==> config.mk <==
export PLATFORM = sky130hd
export DESIGN_NAME = cp0_exc_ctrl_flat
export DESIGN_NICKNAME = d
export VERILOG_FILES = /design/src/rtl/cp0_pkg.sv /design/src/rtl/cp0_exc_ctrl_if.sv /design/src/rtl/cp0_reg.sv /design/src/rtl/cp0_exc_ctrl.sv /design/src/flat_wrapper.sv
export SDC_FILE = /design/constraint.sdc
export NUM_CORES = 1
export LEC_CHECK = 0
export ABC_AREA = 0
export CORE_AREA = 10 10 113 115
export DETAILED_ROUTE_END_ITERATION = 10
export DIE_AREA = 0 0 123 125
export PLACE_DENSITY = 0.63
export RECOVER_POWER = 25
export SKIP_LAST_GASP = 1
export SYNTH_ARGS = -nofsm -noshare
export SYNTH_HDL_FRONTEND = slang
export SYNTH_SLANG_ARGS = --single-unit
==> constraint.sdc <==
create_clock -name clk -period 1.46 [get_ports clk]
set_clock_uncertainty 0.1 [all_clocks]
set_input_delay 0.292 -clock clk [delete_from_list [all_inputs] [get_ports clk]]
set_output_delay 0.292 -clock clk [all_outputs]
set_load 0.01 [all_outputs]
==> src/rtl/cp0_pkg.sv <==
// rtl/cp0_pkg.sv - CP0 register addresses, cause codes and field positions
package cp0_pkg;
    localparam logic [4:0] ADDR_STATUS = 5'd12;
    localparam logic [4:0] ADDR_CAUSE  = 5'd13;
    localparam logic [4:0] ADDR_EPC    = 5'd14;

    localparam logic [4:0] EXC_INT = 5'd0;
    localparam logic [4:0] EXC_SYS = 5'd8;
    localparam logic [4:0] EXC_OV  = 5'd12;

    localparam int IE_BIT  = 0;
    localparam int IM_LSB  = 8;
    localparam int IP_LSB  = 8;
    localparam int EXC_LSB = 2;
    localparam int EXC_MSB = 6;
endpackage

==> src/rtl/cp0_exc_ctrl_if.sv <==
// rtl/cp0_exc_ctrl_if.sv - pipeline-to-CP0 exception/register bus
interface cp0_exc_ctrl_if #(
    parameter int W    = 32,
    parameter int NIRQ = 6
);
    logic [NIRQ-1:0] irq;
    logic            exc_req;
    logic [4:0]      exc_code;
    logic [W-1:0]    pc;
    logic            mtc0;
    logic [4:0]      addr;
    logic [W-1:0]    wdata;
    logic            eret;
    logic [W-1:0]    rdata;
    logic            trap;
    logic [W-1:0]    epc_out;

    modport master (
        output irq, exc_req, exc_code, pc, mtc0, addr, wdata, eret,
        input  rdata, trap, epc_out
    );

    modport slave (
        input  irq, exc_req, exc_code, pc, mtc0, addr, wdata, eret,
        output rdata, trap, epc_out
    );
endinterface

==> src/rtl/cp0_reg.sv <==
// rtl/cp0_reg.sv - W-bit register with 2:1 load mux, enable and async clear
module cp0_reg #(
    parameter int W = 32
) (
    input  logic         clk,
    input  logic         clrn,
    input  logic         en,
    input  logic         sel,
    input  logic [W-1:0] d0,
    input  logic [W-1:0] d1,
    output logic [W-1:0] q
);
    always_ff @(posedge clk or negedge clrn) begin
        if (!clrn) begin
            q <= '0;
        end else if (en) begin
            q <= sel ? d1 : d0;
        end
    end
endmodule

==> src/rtl/cp0_exc_ctrl.sv <==
// rtl/cp0_exc_ctrl.sv - CP0 STATUS/CAUSE/EPC with exception and interrupt trap FSM
module cp0_exc_ctrl
    import cp0_pkg::*;
#(
    parameter int              W        = 32,
    parameter int              NIRQ     = 6,
    parameter logic [NIRQ-1:0] IRQ_EDGE = '0
) (
    input  logic          clk,
    input  logic          clrn,
    cp0_exc_ctrl_if.slave bus
);
    localparam logic [0:0] S_RUN  = 1'b0;
    localparam logic [0:0] S_TRAP = 1'b1;

    logic [0:0]      state;
    logic [NIRQ-1:0] irq_q, ip, im, ip_next, edge_clr;
    logic            ie, in_run, int_pend, take, eret_run;
    logic            status_wr, cause_wr, epc_wr, status_en;
    logic [4:0]      exc_code, code_sw;
    logic [W-1:0]    status_q, cause_q, epc_q;
    logic [W-1:0]    status_d0, status_d1, cause_d0, cause_d1;

    assign ie       = status_q[IE_BIT];
    assign im       = status_q[IM_LSB +: NIRQ];
    assign ip       = cause_q[IP_LSB +: NIRQ];
    assign exc_code = cause_q[EXC_MSB:EXC_LSB];

    assign status_wr = bus.mtc0 && (bus.addr == ADDR_STATUS);
    assign cause_wr  = bus.mtc0 && (bus.addr == ADDR_CAUSE);
    assign epc_wr    = bus.mtc0 && (bus.addr == ADDR_EPC);

    assign in_run   = (state == S_RUN);
    assign int_pend = ie && |(ip & im);
    assign take     = in_run && (bus.exc_req || int_pend);
    assign eret_run = in_run && bus.eret;

    // Edge lines latch a rising edge; a same-cycle software clear loses to a new edge.
    assign edge_clr = cause_wr ? ~bus.wdata[IP_LSB +: NIRQ] : '0;
    assign ip_next  = (~IRQ_EDGE & bus.irq)
                    | (IRQ_EDGE & ((bus.irq & ~irq_q) | (ip & ~edge_clr)));

    always_comb begin
        status_d0 = '0;
        status_d0[IE_BIT] = bus.wdata[IE_BIT];
        status_d0[IM_LSB +: NIRQ] = bus.wdata[IM_LSB +: NIRQ];

        // Hardware path: trap clears IE, otherwise Eret sets it; IM still follows Mtc0.
        status_d1 = '0;
        status_d1[IE_BIT] = ~take;
        status_d1[IM_LSB +: NIRQ] = status_wr ? bus.wdata[IM_LSB +: NIRQ] : im;

        code_sw  = cause_wr ? bus.wdata[EXC_MSB:EXC_LSB] : exc_code;
        cause_d0 = '0;
        cause_d0[EXC_MSB:EXC_LSB] = code_sw;
        cause_d0[IP_LSB +: NIRQ]  = ip_next;

        cause_d1 = cause_d0;
        cause_d1[EXC_MSB:EXC_LSB] = bus.exc_req ? bus.exc_code : EXC_INT;
    end

    assign status_en = status_wr || take || eret_run;

    cp0_reg #(.W(W)) u_status (
        .clk (clk), .clrn(clrn), .en(status_en), .sel(take || eret_run),
        .d0  (status_d0), .d1(status_d1), .q(status_q)
    );

    cp0_reg #(.W(W)) u_cause (
        .clk (clk), .clrn(clrn), .en(1'b1), .sel(take),
        .d0  (cause_d0), .d1(cause_d1), .q(cause_q)
    );

    cp0_reg #(.W(W)) u_epc (
        .clk (clk), .clrn(clrn), .en(take || epc_wr), .sel(take),
        .d0  (bus.wdata), .d1(bus.pc), .q(epc_q)
    );

    always_ff @(posedge clk or negedge clrn) begin
        if (!clrn) begin
            state <= S_RUN;
            irq_q <= '0;
        end else begin
            state <= take ? S_TRAP : S_RUN;
            irq_q <= bus.irq;
        end
    end

    always_comb begin
        case (bus.addr)
            ADDR_STATUS: bus.rdata = status_q;
            ADDR_CAUSE:  bus.rdata = cause_q;
            ADDR_EPC:    bus.rdata = epc_q;
            default:     bus.rdata = '0;
        endcase
    end

    assign bus.trap    = (state == S_TRAP);
    assign bus.epc_out = epc_q;
endmodule

==> src/flat_wrapper.sv <==
// flat-port wrapper written by rule: the top's interface ports become plain ports
module cp0_exc_ctrl_flat import cp0_pkg::*;
#(
    parameter int              W        = 32,
    parameter int              NIRQ     = 6,
    parameter logic [NIRQ-1:0] IRQ_EDGE = '0
)
  (clk, clrn, bus_irq, bus_exc_req, bus_exc_code, bus_pc, bus_mtc0, bus_addr, bus_wdata, bus_eret, bus_rdata, bus_trap, bus_epc_out);
  cp0_exc_ctrl_if #(.W(W), .NIRQ(NIRQ)) bus_i ();
  input  logic clk;
  input  logic clrn;
  input wire logic [$bits(bus_i.irq)-1:0] bus_irq;
  input wire logic [$bits(bus_i.exc_req)-1:0] bus_exc_req;
  input wire logic [$bits(bus_i.exc_code)-1:0] bus_exc_code;
  input wire logic [$bits(bus_i.pc)-1:0] bus_pc;
  input wire logic [$bits(bus_i.mtc0)-1:0] bus_mtc0;
  input wire logic [$bits(bus_i.addr)-1:0] bus_addr;
  input wire logic [$bits(bus_i.wdata)-1:0] bus_wdata;
  input wire logic [$bits(bus_i.eret)-1:0] bus_eret;
  output wire logic [$bits(bus_i.rdata)-1:0] bus_rdata;
  output wire logic [$bits(bus_i.trap)-1:0] bus_trap;
  output wire logic [$bits(bus_i.epc_out)-1:0] bus_epc_out;
  assign bus_i.irq = bus_irq;
  assign bus_i.exc_req = bus_exc_req;
  assign bus_i.exc_code = bus_exc_code;
  assign bus_i.pc = bus_pc;
  assign bus_i.mtc0 = bus_mtc0;
  assign bus_i.addr = bus_addr;
  assign bus_i.wdata = bus_wdata;
  assign bus_i.eret = bus_eret;
  assign bus_rdata = bus_i.rdata;
  assign bus_trap = bus_i.trap;
  assign bus_epc_out = bus_i.epc_out;
  cp0_exc_ctrl #(.W(W), .NIRQ(NIRQ), .IRQ_EDGE(IRQ_EDGE)) u_core (.clk(clk), .clrn(clrn), .bus(bus_i));
endmodule
Yosys cells after proc, flatten, opt, wreduce, memory -nomap -nowiden --
Index checks and enable logic that the tools add are counted.
Cells by class: equal/unequal tests 4, bitwise gates (word level) 3, muxes and demuxes 8, reduce and logical (&&, ||, !) cells 14
Operator list (count):
- $pmux W32 S3 | 1
- $mux W32 | 1
- $eq A5 B4 Y1 const B | 3
- $mux W14 | 1
- $mux W5 | 2
- $mux W7 | 1
- $and A6 B6 Y6 | 1
- $logic_and A1 B1 Y1 | 6
- $mux W6 | 1
- $reduce_or A6 Y1 | 1
- $logic_or A1 B1 Y1 | 5
- $ne A2 B1 Y1 const B | 1
- $not A1 Y1 | 2
- $reduce_and A2 Y1 | 1
- $reduce_bool A2 Y1 | 1
- $mux W1 | 1
Word-level totals: output and inout bits 65, flip-flop bits (word level) 79, word-level logic and storage cells 35

Longest topological paths before layout --
Gate-level depths: netlist of run 1.
depth in word-level cells 8, depth in mapped cells 5, depth with buffers taken out 4

By module --
Synthesis of run 1 repeated with hierarchy kept, for this count alone.
Unflattened totals: cells, all modules 540, area total of the unflattened synthesis 5591.6 sq um
By module, submodules not included:
- cp0_reg | seq. area each 800.8 sq um, cells an instance 139, area an instance 1506.4 sq um, instances 3
- cp0_exc_ctrl | seq. area each 25.0 sq um, cells an instance 123, area an instance 1072.3 sq um, instances 1

Worst setup path after synthesis of run 1 --
Ideal clock, no wire load.
kind input to output, start in bus_addr[4], end out bus_rdata[10], setup slack -0.167 ns, stages on the path 4, arrival time 1.235 ns, path buffers 1, required time 1.068 ns, path through nand3b_1 -> nor3b_2 -> buf_2 -> a221o_1
Between the ends: cells in the longest elaborated chain, start to end 2
Ends and longest elaborated chain:
- start, declared | line flat_wrapper.sv:17 | input wire logic [$bits(bus_i.addr)-1:0] bus_addr;
- $eq A5 B4 Y1 | line cp0_exc_ctrl.sv:90 | case (bus.addr)
- $pmux W32 S3 (*) | line cp0_exc_ctrl.sv:90
- end, declared | line flat_wrapper.sv:20 | output wire logic [$bits(bus_i.rdata)-1:0] bus_rdata;
Every way passes the cells marked *; elsewhere a longest branch is shown, timed or not.

Worst setup path in the final report of run 1 --
start in bus_addr[4], end out bus_rdata[16]
Same word-level chain as after synthesis.

==> results.toml, run 1 <==
[yosys]
yosys_warnings = 0
synth-seq-cells = 51
synthTopCellsByArea = "dfrtp_1 43%, a311oi_1 11%, a31oi_1 7.1%"
ys_seq_area_share_pct = 42.6
yosys.area.top_type = "dfrtp_1"
syn_avg_cell_area_um2 = 9.79
synth_area_um2 = 3000
syn_inst = 306
synth.net_count = 391
synth_top_area_share_pct = 42.6
ys_types = 34

[clock_network]
cts_made_buffers = 5
cts.sinks = 51
htreeDepth = 2
clk_pin_slew_ns = 0.10
root_buffer = "clkbuf_8"
cts.path.max_buffers = 2
cts_tree = "done"
clock_latency_ns = 0.31

[detailed_routing]
route.detailed.drc = 0
via_count = 3514
drtIter0Drc = 244
first_pass_iters = 4
wire_per_inst_um = 21.9
routed_via_density = 5.34
postRouteAntennaNets = 0
postRouteWirelength_um = 14400

[worst_setup_path]
cp.required_ns = 1.07
cp-end-kind = "primary output"
rrSetupSlack_ns = -0.31
crit_fanout = 5
worstReg2RegStart = "u_core.u_cause.q[8]$_DFF_PN0_"
critPathKind = "primary input to primary output"
worstRegToRegCells = 7
cp.arrival_ns = 1.43
critPathLaunchType = "primary input"
timing.rr.end = "u_core.u_epc.q[10]$_DFFE_PN0P_"

[floorplanning]
dieArea_um2 = 15400
die_w_um = 123
num_rows = 38
core_area_um2 = 10600
die_y_um = 125
top_level_ports = 150
start_util_pct = 28.3

[layout]
area_delta_synth_final_pct = 88.9
antenna_cells = 0
layout_commonest_cell = "clkdlybuf4s50_1"
fillerInstances = 957
final_cell_mix = "72 x clkdlybuf4s50_1, 60 x buf_4, 51 x dfrtp_1"
nNetsFinal = 602
design_area_um2 = 5660
drive_above_1_share_pct = 41.1

[placement]
place_area_um2 = 5050
hpwl_um = 9620
port_buffers = 149
place.gp.congestion = 0.800

[pwr]
power_mw = 7.23
power_leakage_nw = 2.31
intPower_mw = 4.40
vdd_drop_max_mv = 0.500
swShare_pct = 39.2
p_seq_share_pct = 33.1
power_frac_clock_pct = 12.0
power_switching_mw = 2.83
comb_power_share_pct = 54.8
pwr_density_cell_nw_per_um2 = 1280

[timing]
rsz0062_at_grt = "true"
fin_ws_ns = -0.363
period_needed_ns = 1.82
slew_headroom_pct = 51.2
finalSetupViolCount = 77
worst_pin_slew_ns = 0.733
post-route-period-util_pct = 125
holdWs_ns = 0.435
max_freq_mhz = 549
finalHoldViolCount = 0
maxSlewViolCount = 0

[run_status]
violations = "setup timing"
status = "finished with violations"

[global_route]
grt_max_degree = 52
grt_pass1_vias = 3792
grt_pass1_wl_um = 21900
grt_antenna_before_repair = 0
grt_overflow = 0
gr-usage-all-layers_pct = 18.1

[min_path]
whs_path_depth = 1
whs_endpoint = "u_core.u_cause.q[8]$_DFF_PN0_"
hp-start = "bus_irq[0]"
hold_path_class = "primary input to register"

[job]
cap_viol_max_count = 0
## kinds of logic (layout without fill, tap and decap cells)
group           count (synthesis)  in the layout  synth area share (%)
buf+inv                        42            254                  6.68
flops                          51             51                  42.6
mux                             6              6                  3.01
simple gates                   80             80                  16.6
compound gates                127            127                  31.1
## critical path: stages
cell and delay [ns]:
buf_8 0.10, nand3b_1 0.20, nor3b_4 0.24, buf_6 0.15
buf_8 0.12, buf_12 0.11, and2_4 0.13, buf_6 0.10
## what timing repair did
item                                    in CTS  in global routing
hold endpoints to repair                    51                  0
hold buffers                                 1                  0
gates resized for setup                    287                 52
buffers inserted                            26                  7
pin swaps                                   30                 18
endpoints found under the setup margin     110                 80
gates cloned                                10                  0
## layout make-up
type / instances / area [µm²] / area share [%]
Tap cell: 140 / 175 / 3.10
Sequential cell: 51 / 1280 / 22.6
Multi-Input combinational cell: 213 / 1800 / 31.8
Inverter: 6 / 25.0 / 0.442
Timing Repair Buffer: 240 / 2290 / 40.5
Clock buffer: 5 / 68.8 / 1.22
Clock inverter: 3 / 23.8 / 0.420
## sequential cells by signal, summed over array words and instances, names as in the netlist
signal,flops
u_core.u_status.q,7
u_core.bus.trap,1
u_core.u_cause.q,11
u_core.u_epc.q,32
## worst max path at each step
stage	startpoint	endpoint	slack (ns)	depth (start not counted)
2_1_floorplan	bus_addr[4]	bus_rdata[10]	-0.11	4
3_3_place_gp	bus_addr[4]	bus_rdata[13]	-1.07	6
3_5_place_dp	bus_addr[4]	bus_rdata[8]	-1.13	6
4_1_cts	bus_addr[1]	bus_rdata[10]	-0.43	8
5_1_grt	bus_addr[4]	bus_rdata[28]	-0.41	8
6_report	bus_addr[4]	bus_rdata[16]	-0.36	8
## per-layer routing
metal | share of wire (%) | track usage, %
met5 | 0 | 0
met4 | 1.7 | 4.80
met3 | 7.9 | 4.77
met2 | 50 | 30.5
met1 | 40 | 22.0
## power by group through the flow
stage / logic [mW] / clock network [mW] / registers (mW)
after CTS: 4.08 / 0.888 / 2.38
after floorplan: 1.29 / 0 / 2.57
after detailed placement: 3.68 / 0 / 2.41
final: 3.97 / 0.869 / 2.40
after global placement: 3.62 / 0 / 2.41
after global routing: 4.28 / 0.925 / 2.47
## Yosys cell counts
master,n
a311oi_1,37
nand3b_1,2
or3b_2,6
a31oi_1,34
o21ai_0,33
or2_1,1
a221oi_4,1
buf_2,13
dfrtp_1,51
a22oi_1,2
mux2_4,6
nand2_1,1
nand2b_1,2
clkbuf_1,19
nor3b_2,1
and2_1,21
buf_6,3
nor2b_1,1
buf_4,1
and4bb_1,1
inv_2,1
nand3_1,33
a31o_1,1
a221o_1,6
a22o_1,6
a22oi_2,1
inv_1,5
nand4bb_1,1
and3b_1,2
nor2_1,1
o41ai_1,5
nand4b_1,1
and3_1,6
o21bai_2,1
## metrics by stage
step	utilization [%]	worst slack (ns)	std cells	TNS, ns
after CTS	53.4	-0.435	663	-21.90
after global routing	53.4	-0.409	658	-24.19
after floorplan	-	-0.113	306	-3.65
after global placement	47.6	-1.07	621	-56.92
final	53.4	-0.363	658	-19.88
after detailed placement	47.6	-1.13	621	-59.51
No activity file was read; power rests on OpenSTA's default activity.
==> run 2, diff against run 1 <==
--- a/config.mk
+++ b/config.mk
@@ -7,9 +7,9 @@
 export LEC_CHECK = 0
 export ABC_AREA = 0
 export CORE_AREA = 10 10 113 115
+export CTS_CLUSTER_SIZE = 8
 export DETAILED_ROUTE_END_ITERATION = 10
 export DIE_AREA = 0 0 123 125
-export PLACE_DENSITY = 0.63
 export RECOVER_POWER = 25
 export SKIP_LAST_GASP = 1
 export SYNTH_ARGS = -nofsm -noshare
==> results.toml, run 2 (same netlist as run 1, synthesis figures left out) <==
[floorplanning]
core_area_um2 = 10600
die_y_um = 125
top_level_ports = 150
num_rows = 38
die_w_um = 123
dieArea_um2 = 15400
start_util_pct = 28.3

[global_route]
grt_pass1_wl_um = 22100
grt_max_degree = 33
gr-usage-all-layers_pct = 18.1
grt_antenna_before_repair = 0
grt_overflow = 0
grt_pass1_vias = 3813

[timing]
slew_headroom_pct = 69.9
holdWs_ns = 0.337
fin_ws_ns = -0.431
finalHoldViolCount = 0
post-route-period-util_pct = 130
maxSlewViolCount = 0
max_freq_mhz = 529
period_needed_ns = 1.89
finalSetupViolCount = 71
rsz0062_at_grt = "true"
worst_pin_slew_ns = 0.449

[worst_setup_path]
rrSetupSlack_ns = -0.29
timing.rr.end = "u_core.u_epc.q[23]$_DFFE_PN0P_"
critPathTopFamily = "buffers and inverters"
cp_num_cells = 8
crit_end = "bus_rdata[6]"
worstRegToRegCells = 7
cp.arrival_ns = 1.50
critPathKind = "primary input to primary output"
startpoint = "bus_addr[4]"
slowest_delay_ns = 0.25
cp_num_buf_inv = 5
crit_chain = "buf_6 -> nand3b_1 -> nor3b_4 -> buf_6 -> buf_12 -> buf_6 -> a22o_1 -> buf_2"
worstReg2RegStart = "u_core.u_cause.q[8]$_DFF_PN0_"
slowest_stage = "nor3b_4"
cp-end-kind = "primary output"
crit_fanout = 8
critPathLaunchType = "primary input"
cp.required_ns = 1.07
critPathMostFrequentCell = "buf_6"

[clock_network]
cts.sinks = 51
root_buffer = "clkbuf_8"
cts_tree = "done"
clock_latency_ns = 0.31
cts_made_buffers = 5
htreeDepth = 2
clk_pin_slew_ns = 0.10
cts.path.max_buffers = 2

[job]
cap_viol_max_count = 0

[layout]
final_util_pct = 55.9
regMostFlops = "u_core.u_epc.q"
layout_commonest_cell = "clkdlybuf4s50_1"
largest_register_ffs = 32
area_delta_synth_final_pct = 97.8
final_cell_mix = "72 x clkdlybuf4s50_1, 51 x dfrtp_1, 47 x buf_4"
drive_above_1_share_pct = 43.4
nNetsFinal = 598
top_regs = "u_core.u_epc.q (32), u_core.u_cause.q (11), u_core.u_status.q (7)"
antenna_cells = 0

[min_path]
hold_path_class = "primary input to asynchronous set/reset pin"

[pwr]
power_leakage_nw = 2.37
power_mw = 7.80
pwr_density_cell_nw_per_um2 = 1320
vdd_drop_max_mv = 0.565

[placement]
port_buffers = 149
hpwl_um = 9590
place.gp.congestion = 0.779

[run_status]
status = "finished with violations"
violations = "setup timing"

[detailed_routing]
routed_via_density = 5.52
first_pass_iters = 7
route.detailed.drc = 0
wire_per_inst_um = 22.9
postRouteWirelength_um = 14900
via_count = 3610
drtIter0Drc = 224
postRouteAntennaNets = 0
## run 2: power by group
group          total, mW  internal, mW  switching [mW]  leakage, nW
combinational       4.56          2.41            2.14         1.75
clock              0.842         0.335           0.506       0.0402
sequential          2.40          1.98           0.420        0.581
total               7.80          4.73            3.07         2.37
## run 2: worst register-to-register path, stage by stage, from the launching register on
cell      delay, ns
dfrtp_1        0.41
buf_6          0.13
a221oi_4       0.31
a31o_4         0.23
buf_6          0.11
buf_6          0.12
buf_12         0.13
a31oi_2        0.08
## run 2: timing repair
item                                    CTS  global route
endpoints found under the setup margin  110            81
pin swaps                                25            20
hold buffers                              1             0
endpoints found under the hold margin    12             0
gates cloned                             10             2
buffers inserted                         20             6
resized for setup                       299            58
## run 2: worst min path at each step
stage	from	slack [ns]	cells past startpoint	endpoint
floorplan	clrn	-0.10	0	u_core.bus.trap$_DFF_PN0_
global placement	clrn	0.13	1	u_core.u_cause.q[5]$_DFFE_PN0P_
detailed placement	clrn	0.14	1	u_core.u_cause.q[2]$_DFFE_PN0P_
CTS	bus_irq[0]	0.31	1	u_core.u_cause.q[8]$_DFF_PN0_
global route	clrn	0.35	2	u_core.u_epc.q[3]$_DFFE_PN0P_
finish	clrn	0.34	2	u_core.u_epc.q[3]$_DFFE_PN0P_
## run 2: area by class of cell
type                            count  area, µm²
Fill cell                         925       4680
Inverter                            6       25.0
Multi-Input combinational cell    213       1960
Clock buffer                        5       68.8
Sequential cell                    51       1280
Timing Repair Buffer              236       2400
Clock inverter                      3       20.0
Tap cell                          140        175
## run 2: routing by layer
layer / share of wire [%] / vias to the layer above / track usage (%)
li1: - / 1637 / -
met1: 41 / 1809 / 22.9
met2: 51 / 144 / 30.1
met3: 5.5 / 20 / 3.38
met4: 2.2 / 0 / 5.76
met5: 0 / - / 0
## run 2: per-stage QoR
step / std cells / worst slack [ns] / cell area [µm²] / setup TNS, ns
floorplan: 306 / -0.113 / 3040 / -3.65
global placement: 617 / -1.06 / 5030 / -54.32
detailed placement: 617 / -1.12 / 5030 / -56.16
CTS: 653 / -0.469 / 5670 / -20.13
global route: 654 / -0.519 / 5930 / -24.44
finish: 654 / -0.431 / 5930 / -19.00
==> run 3, diff against run 2 <==
--- a/config.mk
+++ b/config.mk
@@ -6,6 +6,7 @@
 export NUM_CORES = 1
 export LEC_CHECK = 0
 export ABC_AREA = 0
+export CAP_MARGIN = 20
 export CORE_AREA = 10 10 113 115
 export CTS_CLUSTER_SIZE = 8
 export DETAILED_ROUTE_END_ITERATION = 10
==> results of run 3 <==
Same layout as run 2: the final DEF is identical, and so are final timing and power.
